$ cat config.mk
export PLATFORM = sky130hd
export DESIGN_NAME = apb_master
export DESIGN_NICKNAME = d
export VERILOG_FILES = /design/src/rtl/apb_pkg.sv /design/src/rtl/apb_addr_decoder.sv /design/src/rtl/apb_master.sv
export SDC_FILE = /design/constraint.sdc
export NUM_CORES = 1
export LEC_CHECK = 0
export ABC_AREA = 0
export CAP_MARGIN = 10
export CORE_MARGIN = 2
export CORE_UTILIZATION = 37
export DETAILED_ROUTE_END_ITERATION = 6
export GPL_ROUTABILITY_DRIVEN = 0
export HOLD_SLACK_MARGIN = 0.1
export PLACE_DENSITY = 0.86
export SETUP_SLACK_MARGIN = 0.2
export SYNTH_ARGS = -nofsm -noshare
export SYNTH_HDL_FRONTEND = slang
export SYNTH_HIERARCHICAL = 1
export SYNTH_SLANG_ARGS = --single-unit
$ cat constraint.sdc
create_clock -name PCLK -period 5.18 [get_ports PCLK]
set_input_delay 1.295 -clock PCLK [delete_from_list [all_inputs] [get_ports PCLK]]
set_output_delay 1.295 -clock PCLK [all_outputs]
set_load 0.005 [all_outputs]
$ cat src/rtl/apb_pkg.sv
// apb_pkg
// Shared definitions for the APB master slice: bus widths, the address
// field that selects a responder, and the transfer FSM state type.
// No ports; imported by apb_addr_decoder and apb_master.

package apb_pkg;

    localparam int APB_ADDR_W = 32;
    localparam int APB_DATA_W = 32;

    // Address bits [15:12] pick one of up to 16 responders.
    localparam int SEL_LSB = 12;
    localparam int SEL_MSB = 15;
    localparam int SEL_W   = SEL_MSB - SEL_LSB + 1;

    typedef enum logic [1:0] {
        IDLE   = 2'd0,
        SETUP  = 2'd1,
        ACCESS = 2'd2
    } apb_state_e;

endpackage

$ cat src/rtl/apb_addr_decoder.sv
// apb_addr_decoder
// Turns a byte address into a one-hot responder select. The responder
// index is the address field [SEL_MSB:SEL_LSB]. An index beyond the
// populated responders gives an all-zero select and valid=0.
// Ports:
//   addr  in  APB_ADDR_W  byte address from the initiator
//   sel   out NUM_SLAVES  one-hot select (all zero when not valid)
//   valid out 1           index addresses an existing responder

module apb_addr_decoder
    import apb_pkg::*;
#(
    parameter int NUM_SLAVES = 4
) (
    input  logic [APB_ADDR_W-1:0] addr,
    output logic [NUM_SLAVES-1:0] sel,
    output logic                  valid
);

    logic [SEL_W-1:0] index;
    logic             unused_addr_bits;

    assign index            = addr[SEL_MSB:SEL_LSB];
    assign unused_addr_bits = ^{addr[APB_ADDR_W-1:SEL_MSB+1], addr[SEL_LSB-1:0]};

    // Compare the index against every populated responder; at most one
    // can match, so the result is one-hot and valid is simply "any match".
    always_comb begin
        sel   = '0;
        valid = 1'b0;
        for (int i = 0; i < NUM_SLAVES; i++) begin
            if (int'(index) == i) begin
                sel[i] = 1'b1;
                valid  = 1'b1;
            end
        end
    end

endmodule

$ cat src/rtl/apb_master.sv
// apb_master
// Single-transfer APB requester. A transfer strobe in IDLE latches the
// request onto the APB bus, runs SETUP then ACCESS against the decoded
// responder and reports completion with a one-cycle ready pulse.
// Undecodable addresses complete immediately with err=1.
// Optional feature: define APB_MASTER_TIMEOUT_EN to abort an ACCESS phase
// after TIMEOUT_CYCLES cycles without PREADY (completes with err=1).
// Ports:
//   PCLK, PRESET          clock, async active-high reset
//   transfer/write        request strobe and direction (1=write)
//   addr/wdata            request address and write data
//   rdata/ready/err       read data, completion pulse, error flag
//   busy                  high while a transfer is in SETUP/ACCESS
//   PADDR/PWDATA/PWRITE   APB address, write data, direction
//   PENABLE/PSEL          APB access phase and one-hot responder select
//   PRDATA/PREADY         per-responder read data and ready

module apb_master
    import apb_pkg::*;
#(
    parameter int NUM_SLAVES     = 4,
    parameter int TIMEOUT_CYCLES = 16
) (
    input  logic                                  PCLK,
    input  logic                                  PRESET,
    input  logic                                  transfer,
    input  logic                                  write,
    input  logic [APB_ADDR_W-1:0]                 addr,
    input  logic [APB_DATA_W-1:0]                 wdata,
    output logic [APB_DATA_W-1:0]                 rdata,
    output logic                                  ready,
    output logic                                  err,
    output logic                                  busy,
    output logic [APB_ADDR_W-1:0]                 PADDR,
    output logic [APB_DATA_W-1:0]                 PWDATA,
    output logic                                  PWRITE,
    output logic                                  PENABLE,
    output logic [NUM_SLAVES-1:0]                 PSEL,
    input  logic [NUM_SLAVES-1:0][APB_DATA_W-1:0] PRDATA,
    input  logic [NUM_SLAVES-1:0]                 PREADY
);

    apb_state_e              state, state_next;
    logic [APB_ADDR_W-1:0]   paddr_d;
    logic [APB_DATA_W-1:0]   pwdata_d, rdata_d;
    logic                    pwrite_d, penable_d, ready_d, err_d;
    logic [NUM_SLAVES-1:0]   psel_d;
    logic [NUM_SLAVES-1:0]   dec_sel;
    logic                    dec_valid;
    logic                    slave_ready;
    logic [APB_DATA_W-1:0]   slave_rdata;
    logic                    timed_out;

    apb_addr_decoder #(
        .NUM_SLAVES (NUM_SLAVES)
    ) u_decoder (
        .addr  (addr),
        .sel   (dec_sel),
        .valid (dec_valid)
    );

    assign busy = (state != IDLE);

    // PSEL stays one-hot for the whole transfer, so masking with it picks
    // exactly the addressed responder's ready and read data.
    always_comb begin
        slave_ready = |(PREADY & PSEL);
        slave_rdata = '0;
        for (int i = 0; i < NUM_SLAVES; i++) begin
            if (PSEL[i]) begin
                slave_rdata = slave_rdata | PRDATA[i];
            end
        end
    end

`ifdef APB_MASTER_TIMEOUT_EN
    localparam int TO_W = $clog2(TIMEOUT_CYCLES + 1);

    logic [TO_W-1:0] wait_count, wait_count_d;

    assign timed_out = (wait_count == TO_W'(TIMEOUT_CYCLES - 1));

    // Counts ACCESS cycles without PREADY; cleared while in SETUP so every
    // transfer starts its ACCESS phase from zero.
    always_comb begin
        wait_count_d = wait_count;
        if (state == SETUP) begin
            wait_count_d = '0;
        end else if (state == ACCESS && !slave_ready) begin
            wait_count_d = wait_count + TO_W'(1);
        end
    end

    always_ff @(posedge PCLK or posedge PRESET) begin
        if (PRESET) begin
            wait_count <= '0;
        end else begin
            wait_count <= wait_count_d;
        end
    end
`else
    localparam int unused_timeout_cycles = TIMEOUT_CYCLES;

    assign timed_out = 1'b0;
`endif

    // Next-state and next-output logic. Bus registers hold by default and
    // ready/err default low so they can only ever pulse for one cycle.
    always_comb begin
        state_next = state;
        paddr_d    = PADDR;
        pwdata_d   = PWDATA;
        pwrite_d   = PWRITE;
        psel_d     = PSEL;
        penable_d  = PENABLE;
        rdata_d    = rdata;
        ready_d    = 1'b0;
        err_d      = 1'b0;

        case (state)
            IDLE: begin
                if (transfer) begin
                    paddr_d  = addr;
                    pwdata_d = wdata;
                    pwrite_d = write;
                    if (dec_valid) begin
                        psel_d     = dec_sel;
                        penable_d  = 1'b0;
                        state_next = SETUP;
                    end else begin
                        ready_d = 1'b1;
                        err_d   = 1'b1;
                        rdata_d = '0;
                    end
                end
            end
            SETUP: begin
                penable_d  = 1'b1;
                state_next = ACCESS;
            end
            ACCESS: begin
                if (slave_ready) begin
                    if (!PWRITE) begin
                        rdata_d = slave_rdata;
                    end
                    psel_d     = '0;
                    penable_d  = 1'b0;
                    ready_d    = 1'b1;
                    state_next = IDLE;
                end else if (timed_out) begin
                    psel_d     = '0;
                    penable_d  = 1'b0;
                    ready_d    = 1'b1;
                    err_d      = 1'b1;
                    rdata_d    = '0;
                    state_next = IDLE;
                end
            end
            default: begin
                psel_d     = '0;
                penable_d  = 1'b0;
                state_next = IDLE;
            end
        endcase
    end

    // All state and every output register; reset is asynchronous so an
    // in-flight transfer is dropped the moment PRESET rises.
    always_ff @(posedge PCLK or posedge PRESET) begin
        if (PRESET) begin
            state   <= IDLE;
            PADDR   <= '0;
            PWDATA  <= '0;
            PWRITE  <= 1'b0;
            PSEL    <= '0;
            PENABLE <= 1'b0;
            rdata   <= '0;
            ready   <= 1'b0;
            err     <= 1'b0;
        end else begin
            state   <= state_next;
            PADDR   <= paddr_d;
            PWDATA  <= pwdata_d;
            PWRITE  <= pwrite_d;
            PSEL    <= psel_d;
            PENABLE <= penable_d;
            rdata   <= rdata_d;
            ready   <= ready_d;
            err     <= err_d;
        end
    end

endmodule

Word level (Yosys, flattened, before mapping). Index checks and enable logic that the tools add are counted.

Register bits: 106. Output and inout bits: 105.

Equality and inequality tests: 10. Mux-type cells: 33. Bitwise gates (word level): 5. Reduce and logical (&&, ||, !) cells: 9.

Operators with widths (number): 2-to-1 mux 32 bit (8); OR 32 bit (3); one-hot mux 32 bit (2 select lines) (1); 2-to-1 mux 1 bit (14); 2-to-1 mux 4 bit (3); one-hot mux 4 bit (3 select lines) (1); != test 2 bit (second input constant) (5); equality test 4 x 3 -> 1 bit (second input constant) (2); 2-to-1 mux 2 bit (3); one-hot mux 2 bit (3 select lines) (1); AND reduction 5 bit (1); bitwise AND 4 bit (1); equality test 4 x 2 -> 1 bit (second input constant) (1); logical NOT 4 bit (1); AND reduction 4 bit (1); nonzero test 2 bit (2); OR reduction 4 bit (1); one-hot mux 1 bit (3 select lines) (1); AND reduction 3 bit (1); equality test 2 x 1 -> 1 bit (second input constant) (1); equality test 2 bit (second input constant) (1); logical NOT 2 bit (1); one-hot mux 1 bit (2 select lines) (1); AND reduction 2 bit (1); inverter 1 bit (1).

Depth between registers and ports, before layout.
Depth after elaboration: 10. Mapped depth: 6. Gate-level depth less buffers: 4.

Hierarchy. Netlist, hierarchy kept.

Modules (own cells, without submodules): apb_master (times used 1, cells an instance 355, area an instance 4737.0 um2); apb_addr_decoder (times used 1, cells an instance 5, area an instance 40.0 um2).

Worst setup path after synthesis. Ideal clock, no wire load.

Path type: input to register. From: input port addr[15]. To: register rdata[0]. Setup time: 0.132 ns. Arrival time: 2.205 ns. Required time: 5.048 ns. Setup slack: 2.843 ns. Stages on the path: 6. Buffers on the path: 2. Cells stage by stage: nor2_1 -> or4b_1 -> buf_2 -> buf_2 -> nand2_1 -> mux2i_1.

Cells in the longest elaborated chain, start to end: 7. Elaborated cells on any way between the ends: 10. Classes of those cells: 4 x eq/ne; 4 x mux; 2 x reduce/logical.

Ends and longest elaborated chain: start, declared (RTL line apb_master.sv:28) `input logic [APB_ADDR_W-1:0] addr,`; logical NOT 4 bit (RTL line apb_addr_decoder.sv:32) `if (int'(index) == i) begin`; 2-to-1 mux 1 bit (3 in series) (RTL line apb_addr_decoder.sv:32); 2-to-1 mux 1 bit * (RTL line apb_addr_decoder.sv:32); != test 2 bit (no source line) *; AND reduction 5 bit (no source line) *; end signal, assigned (RTL line apb_master.sv:187) `rdata <= rdata_d;`; end, declared (RTL line apb_master.sv:30) `output logic [APB_DATA_W-1:0] rdata,`.

Every way passes the cells marked *; elsewhere a longest branch is shown, timed or not. A chain may end at the register's enable or synchronous reset.

==> results.json <==
{
  "p_leak_uw": 0.00350,
  "arrival_ns": 1.68,
  "slew_headroom_pct": 41.7,
  "outcome": "finished clean",
  "h-tree-depth": 3,
  "syn_area_per_cell_um2": 13.3,
  "synthArstFlopShare_pct": 100,
  "grt_usage_pct": 22.5,
  "numCtsBuffers": 9,
  "cts_sinks": 105,
  "max_freq_ghz": 0.336,
  "die_height_um": 118,
  "r2r_setup_slack_ns": 3.20,
  "dp.cells": 813,
  "power_uw": 3630,
  "vias": 4326,
  "pin_count": 305,
  "powerDensity_mw_per_mm2": 439,
  "cts_buffer_depth": 2,
  "drtPass1Iterations": 4,
  "hold_path_class": "reg -> reg",
  "yosys.area.top_type": "dfrtp_1",
  "antenna_found_initial": 0,
  "grt_pass1_vias": 4593,
  "synth.top_cell.area_share_pct": 55.0,
  "nNetsFinal": 853,
  "dp_hpwl_um": 12000,
  "die_w_um": 118,
  "diodes": 0,
  "post-cts-setup-buffers": 0,
  "worstReg2RegStart": "PSEL[0]",
  "min_period_over_period_pct": 57.4,
  "numPortBuffers": 304,
  "cts_tree": "done",
  "synth_edf_count": 0,
  "synth_warnings": 6,
  "viasPerCell": 5.21,
  "drv_cap": 0,
  "synth_nets": 560,
  "grt_pass1_wl_um": 24500,
  "grt_max_degree": 71,
  "cts.clk_slew.worst_paths_ns": 0.07,
  "fp.dieArea_mm2": 0.0138,
  "ys_ff_latch": 105,
  "dr.first_iter.drc_count": 234,
  "ys.flop_type": "dfrtp_1",
  "synth.yosys.seq_area_share_pct": 55.0,
  "p_int_uw": 2560,
  "path_class": "reg -> out",
  "min_period_ns": 2.97,
  "combPwrFrac_pct": 45.2,
  "drive_above_1_share_pct": 14.6,
  "dp_slack_ns": 1.66,
  "worst_pin_slew_ns": 0.874,
  "skew_ns": 0.00564,
  "critPathLaunch": "PENABLE",
  "min_from": "PADDR[30]",
  "drv_slew": 0,
  "crit_required_ns": 3.88,
  "synth.area.top_cells": "dfrtp_1 (55%), mux2_2 (15%), mux2i_1 (7.3%)",
  "p_sw_uw": 1080,
  "rows": 41,
  "clkPwrFrac_pct": 19.6,
  "rsz0062_at_grt": "no",
  "ctsHoldBuffers": 0,
  "path_max_fanout": 12,
  "hold_violations": 0,
  "fillers": 986,
  "grt_overflow": 0,
  "tns_ns": 0,
  "switching_share_pct": 29.6,
  "setup_ws_ns": 2.21,
  "drt-total-wl_um": 15700,
  "syn_area_mm2": 0.00478,
  "end_kind": "primary output",
  "clock_latency_ns": 0.34,
  "start_kind": "flip-flop",
  "area_growth_pct": 73.2,
  "ant_nets": 0,
  "drc_errors": 0,
  "syn_inst": 360,
  "initial_utilization_pct": 37.9,
  "ir_drop_mv": 0.406,
  "post_cts_resized": 0,
  "root_buffer": "clkbuf_16",
  "pwr-share-seq_pct": 35.2,
  "layout.cells.non_filler": 830,
  "avgRoutedWirePerCell_um": 18.9,
  "coreArea_mm2": 0.0126,
  "ys_types": 29,
  "setup_viol": 0,
  "fin_hold_ws_ns": 0.504
}
per-layer routing:
layer	up-vias	wire length [um]	global-route usage, %
met5	-	0	0
met4	0	520	9.26
met3	45	1110	6.44
met2	218	8290	41.1
met1	2120	5790	24.3
li1	1943	-	-
power by group through the flow:
stage | sequential, uW | clock, uW | combinational [uW]
after global placement | 1270 | 0 | 1610
after CTS | 1280 | 730 | 1650
after detailed placement | 1300 | 0 | 1650
final | 1280 | 710 | 1640
after global routing | 1320 | 760 | 1750
after floorplan | 1300 | 0 | 697
area by class of cell:
cell class                      count  area (um^2)  area share [%]
Timing Repair Buffer              313         3130            37.8
Sequential cell                   105         2630            31.8
Tap cell                          172          215            2.60
Clock buffer                       10          239            2.89
Clock inverter                      6         73.8           0.892
Multi-Input combinational cell    221         1980            23.9
Inverter                            3         13.8           0.166
cell usage after synthesis (2+ instances only):
master and count:
a221oi_1 32, a22o_1 34, buf_2 9, buf_4 5, buf_6 4, clkbuf_1 13
dfrtp_1 105, inv_1 3, mux2_2 65, mux2i_1 35, nand2_1 32, nor2_1 2
nor3b_1 2, nor4b_1 2, o2bb2ai_1 3
cells by family after synthesis:
kind of cell	count (synthesis)	synth area share [%]
buffers and inverters	34	3.93
multiplexers	100	22.7
AO/OA/AOI/OAI	73	13.3
flip-flops	105	55.0
AND/OR/NAND/NOR	48	5.11
flip-flops by register name (all words and copies together) (netlist names):
register	flops
err	1
PSEL	4
ready	1
PWDATA	32
state	1
rdata	32
PENABLE	1
PADDR	32
PWRITE	1
through the flow:
stage,util [%],area (um^2)
global placement,62.9,7940
detailed placement,62.9,7940
CTS,65.4,8250
finish,65.6,8280
floorplan,-,4780
global route,65.6,8280
worst paths after layout:
check                             end  depth (start not counted)
hold reg to reg             PADDR[30]                          1
min in group asynchronous  PWDATA[31]                          2
setup reg to reg             rdata[4]                          5
hold / removal              PADDR[30]                          1
max in group asynchronous    PADDR[1]                          3
setup / recovery                 busy                          2
worst max-delay path, stage by stage (launching register included):
cell and delay, ns:
dfrtp_1 0.52, or2_2 0.35, clkdlybuf4s50_1 0.46
layout by cell type, fill, tap and decap left out, types with 2 or more instances in the layout:
cell type          n
a221oi_1          32
a22o_1            34
buf_4              8
clkbuf_16          9
clkdlybuf4s50_1  304
clkinvlp_4         2
dfrtp_1          105
inv_1              2
inv_6              2
mux2_2            65
mux2i_1           35
nand2_1           32
nor2_1             2
nor3b_1            2
nor4b_1            2
o2bb2ai_1          3
Power figures use the tool's default switching activity.
==> RTL change 1 (config.mk and constraints unchanged) <==
Build with the macro `APB_MASTER_TIMEOUT_EN` defined.
--- a/src/rtl/apb_master.sv
+++ b/src/rtl/apb_master.sv
@@ -15,4 +15,6 @@
 //   PENABLE/PSEL          APB access phase and one-hot responder select
 //   PRDATA/PREADY         per-responder read data and ready
+
+`define APB_MASTER_TIMEOUT_EN
 
 module apb_master
Check against the original RTL: no difference found for any inputs over 4 cycles, from zero or initial values and one cycle with PRESET high; that may be too few to reach the edited logic, so the function may still have changed.
==> RTL change 1 against the original RTL <==
  * Synthesized area is 5.1% higher
  * Clock skew is 0.00080 ns lower
  * Power is 8.9% lower
  * Setup slack got worse by 0.28 ns
  * Synthesized cell count rose by 26%
  * Final area grew 3.2%
  * Wire length grew 4.7%
  * Register-to-register slack lost 0.80 ns
  * Clock power fell by 3.9%
  * Sequential cell count grew 5
  * Largest cell class unchanged
==> RTL change 1: results (changes against the original RTL) <==
| Metric | Value |
|---|---|
| Status | `complete, no violations (unchanged)` |
| Number of global-route vias before repair | `4,794 (was 4,593)` |
| Sequential element share of the synthesized area | `54.8% (was 55.0%)` |
| Slew @ Worst Pin | `1.06 ns (was 0.874 ns)` |
| Final #Nets | `948 (was 853)` |
| Leak Pwr | `3.48 nW (was 3.50 nW)` |
| Slowest stage delay, CP | `0.81 ns (was 0.52 ns)` |
| Postcts setup bufs | `0 (unchanged)` |
| Dpl ws | `1.61 ns (was 1.66 ns)` |
| First-pass DRT Iterations | `4 (unchanged)` |
| Worst Path Arrival | `3.41 ns (was 1.68 ns)` |
| DRT iter0 DRCs | `194 (was 234)` |
| Synth area leaders | `dfrtp_1 55%, mux2_2 14%, a22oi_1 9.9%, nand2_1 5.0%, inv_1 2.9% (was dfrtp_1 55%, mux2_2 15%, mux2i_1 7.3%, a22o_1 6.2%, a221oi_1 5.9%)` |
| Total wire length | `16.4 mm (was 15.7 mm)` |
| Post-synth cell types | `36 (was 29)` |
| Post-synthesis net count | `656 (was 560)` |
| Peak supply drop | `272 uV (was 406 uV)` |
| Gr usage total | `22.1% (was 22.5%)` |
| Placed cell area | `0.00821 sq mm (was 0.00794 sq mm)` |
| Largest regs | `PADDR x32, PWDATA x32, rdata x32 (unchanged)` |
| Pint | `2.36 mW (was 2.56 mW)` |
| Fill cell count | `1,001 (was 986)` |
| DP HPWL | `12.4 mm (was 12.0 mm)` |
| First-pass GRT wire length | `24.8 mm (was 24.5 mm)` |
| Synth cell count leaders | `110 x dfrtp_1, 67 x nand2_1, 66 x a22oi_1, 64 x mux2_2, 39 x inv_1 (was 105 x dfrtp_1, 65 x mux2_2, 35 x mux2i_1, 34 x a22o_1)` |
| Fraction of layout cells with a size suffix above 1 | `12.8% (was 14.6%)` |
| Crit-path slowest cell | `nor3_4 (was dfrtp_1)` |
| CTS max path bufs | `2 (unchanged)` |
| Via-per-instance ratio | `4.95 (was 5.21)` |
| Largest net degree at the start of global routing | `77 (was 71)` |
RTL change 1: cell type report:
type / instances / area [sq um] / area share (%)
tap: 176 / 220 / 2.58
sequential: 110 / 2750 / 32.2
clock buffer: 12 / 246 / 2.89
timing repair buffer: 312 / 3130 / 36.7
multi-input combinational: 274 / 2000 / 23.4
clock inverter: 3 / 43.8 / 0.513
inverter: 39 / 149 / 1.74
RTL change 1: metal layers:
metal	routed length [microns]	part of all wire, %	vias up	track usage (%)
met1	6140	37	2164	24.6
met2	8230	50	226	38.7
met5	0	0	-	0
li1	-	-	2174	-
met3	1740	11	22	8.07
met4	336	2.0	0	7.70
RTL change 1: per-stage QoR:
| step | hold slack (ns) | utilization [%] | instances |
|---|---|---|---|
| final | 0.500 | 64.5 | 926 |
| after global routing | 0.521 | 64.5 | 926 |
| after CTS | 0.506 | 64.2 | 924 |
| after detailed placement | 0.490 | 62.0 | 909 |
| after global placement | 0.481 | 62.0 | 909 |
| after floorplan | 0.469 | - | 454 |
RTL change 1: path summary, 6_finish.rpt:
kind	start	to	slack, ns	depth (start not counted)
max	addr[15]	rdata[17]$_DFFE_PP0P_	1.93	6
min reg2reg	wait_count[4]$_DFFE_PP0P_	wait_count[4]$_DFFE_PP0P_	0.50	2
min in group asynchronous	PRESET	rdata[16]$_DFFE_PP0P_	1.51	2
max in group asynchronous	PRESET	rdata[14]$_DFFE_PP0P_	2.83	3
min	wait_count[4]$_DFFE_PP0P_	wait_count[4]$_DFFE_PP0P_	0.50	2
max reg2reg	PSEL[1]$_DFFE_PP0P_	rdata[17]$_DFFE_PP0P_	2.40	5
RTL change 1: critical path: cells and delay by family:
kind / cells / cell delay, ns
buffers and inverters: 1 / 0.57
AOI/OAI and AO/OA: 2 / 0.44
and+or+nand+nor: 3 / 1.10
RTL change 1: power groups by stage:
stage	sequential (mW)	combinational, mW	clock (mW)
2_1_floorplan	1.29	0.533	0
3_3_place_gp	1.30	1.29	0
3_5_place_dp	1.32	1.32	0
4_1_cts	1.31	1.33	0.703
5_1_grt	1.34	1.43	0.736
6_report	1.30	1.32	0.682
RTL change 1: logic make-up after synthesis:
group | after synthesis | share of synthesized area, %
muxes | 64 | 14.4
and+or+nand+nor | 91 | 8.48
buffers and inverters | 70 | 5.73
DFF | 110 | 54.8
adders and majority gates | 2 | 0.499
AOI/OAI and AO/OA | 117 | 16.1
==> RTL change 2 (config.mk and constraints unchanged) <==
Made on the original files. Encoding of `apb_state_e`: now one-hot (3 bits for 3 states).
--- a/src/rtl/apb_pkg.sv
+++ b/src/rtl/apb_pkg.sv
@@ -14,8 +14,8 @@
     localparam int SEL_W   = SEL_MSB - SEL_LSB + 1;
 
-    typedef enum logic [1:0] {
-        IDLE   = 2'd0,
-        SETUP  = 2'd1,
-        ACCESS = 2'd2
+    typedef enum logic [2:0] {
+        IDLE   = 3'b001,
+        SETUP  = 3'b010,
+        ACCESS = 3'b100
     } apb_state_e;
 
Behaviour: same outputs for any inputs over 4 cycles, from zero or initial values and one cycle with PRESET high; so few cycles prove little.
==> RTL change 2 against the original RTL <==
  * Setup slack got worse by 0.81 ns
  * Sequential share of layout area rose by 0.067 points
  * Wire length fell by 0.61%
  * Sequential cell count rose by 2
  * Synthesized area rose by 3.9%
  * Synthesized cell count rose by 6.1%
  * Final area rose by 1.7%
Power is not compared: it rests on default switching activity, and its combinational part moved more than twofold at a synthesized area within 25%.
==> RTL change 2: results (changes against the original RTL) <==
| Metric | Value |
|---|---|
| Placed cell area | `0.00811 sq mm (was 0.00794 sq mm)` |
| Post-synth cell types | `31 (was 29)` |
| Cell count of the worst reg-to-reg path | `3 (was 5)` |
| Per-cell routed wire length | `18.4 microns (was 18.9 microns)` |
| Largest net degree at the start of global routing | `74 (was 71)` |
| Dpl ws | `1.40 ns (was 1.66 ns)` |
| Clock skew | `0.00991 ns (was 0.00564 ns)` |
| Synth area leaders | `dfrtp_1 53%, mux2_2 15%, mux2i_1 6.5%, a221oi_1 5.6%, a22o_1 5.6% (was dfrtp_1 55%, mux2_2 15%, mux2i_1 7.3%, a22o_1 6.2%, a221oi_1 5.9%)` |
| Placed cells | `832 (was 813)` |
| Sequential element share of the synthesized area | `54.0% (was 55.0%)` |
| Post-cts sizing count | `0 (unchanged)` |
| Total wire length | `15.6 mm (was 15.7 mm)` |
| Clock buffers | `9 (was 10)` |
| Post-synthesis net count | `582 (was 560)` |
| Top delay family on crit path | `simple AND/OR/NAND/NOR gates (was flip-flops)` |
| Vias after detailed routing | `4,428 (was 4,326)` |
| Clock buf/inv share | `3.69% (was 3.78%)` |
| # Taps | `176 (was 172)` |
| DP HPWL | `11.8 mm (was 12.0 mm)` |
| Non-clk bufs | `311 (was 313)` |
| Non-clk invs | `2 (was 3)` |
| Gr usage total | `21.7% (was 22.5%)` |
| Slowest stage delay, CP | `0.94 ns (was 0.52 ns)` |
| Fill cell count | `1,016 (was 986)` |
| Slew @ Worst Pin | `1.16 ns (was 0.874 ns)` |
| First-pass GRT wire length | `24.5 mm (about the same)` |
| Worst Path Arrival | `2.49 ns (was 1.68 ns)` |
| Crit-path slowest cell | `nor3b_1 (was dfrtp_1)` |
| Crit-path max FO | `11 (was 12)` |
| Seq area share | `31.8% (about the same)` |
| Critical R2R Launch | `state[0]$_DFFE_PP1P_ (was PSEL[0]$_DFFE_PP0P_)` |
| Fraction of layout cells with a size suffix above 1 | `14.4% (was 14.6%)` |
| Min-Delay Path Class | `reg -> reg (unchanged)` |
| Non-clk buf share | `36.9% (was 37.8%)` |
| Status | `complete, no violations (unchanged)` |
| Number of global-route vias before repair | `4,685 (was 4,593)` |
| Area occupied by multi-input gates | `0.00209 sq mm (was 0.00198 sq mm)` |
| DRT iter0 DRCs | `185 (was 234)` |
| Final #Nets | `867 (was 853)` |
| P_sw | `0.517 mW` |
| FF+latch count | `107 (was 105)` |
-- RTL change 2: cell count changes in the layout (fill, tap and decap cells not counted), moves of 3 or more --
| cell | before | now |
|---|---|---|
| nand2_1 | 32 | 3 |
| a22oi_1 | 0 | 4 |
| mux2i_1 | 35 | 32 |
| o2bb2ai_1 | 3 | 0 |
| o21ai_0 | 1 | 31 |
| a21boi_0 | 0 | 4 |
| nand4_1 | 0 | 8 |
| nand3_1 | 0 | 4 |
-- RTL change 2: worst paths after layout --
kind	end	slack [ns]
max	busy	1.40
min in group asynchronous	PWDATA[22]$_DFFE_PP0P_	1.51
min	PADDR[31]$_DFFE_PP0P_	0.51
max in group asynchronous	PADDR[25]$_DFFE_PP0P_	2.66
max reg2reg	PWDATA[11]$_DFFE_PP0P_	2.85
min reg2reg	PADDR[31]$_DFFE_PP0P_	0.51
-- RTL change 2: kinds of logic (layout without fill, tap and decap cells) --
logic type             count (synthesis)  after routing  synth area share [%]
AO/OA/AOI/OAI                        111            111                  16.9
multiplexers                          97             97                  21.2
flip-flops                           107            107                  54.0
buffers and inverters                 39            329                  4.29
AND/OR/NAND/NOR                       28             28                  3.60
-- RTL change 2: routing by layer --
layer  wire (microns)  vias to the layer above  share of wire [%]  track usage [%]
met5                0                        -                  0                0
met4              557                        0                3.6             9.85
met3             1100                       38                7.1             5.09
met2             7790                      227                 50             37.9
met1             6170                     2117                 40             25.2
li1                 -                     2046                  -                -
-- RTL change 2: power by group through the flow --
stage,Combinational (mW),Sequential [mW],Clock [mW]
floorplan,0.149,0.978,0
finish,0.512,0.961,0.701
CTS,0.519,0.962,0.721
detailed placement,0.517,0.978,0
global placement,0.500,0.972,0
global route,0.548,0.971,0.750
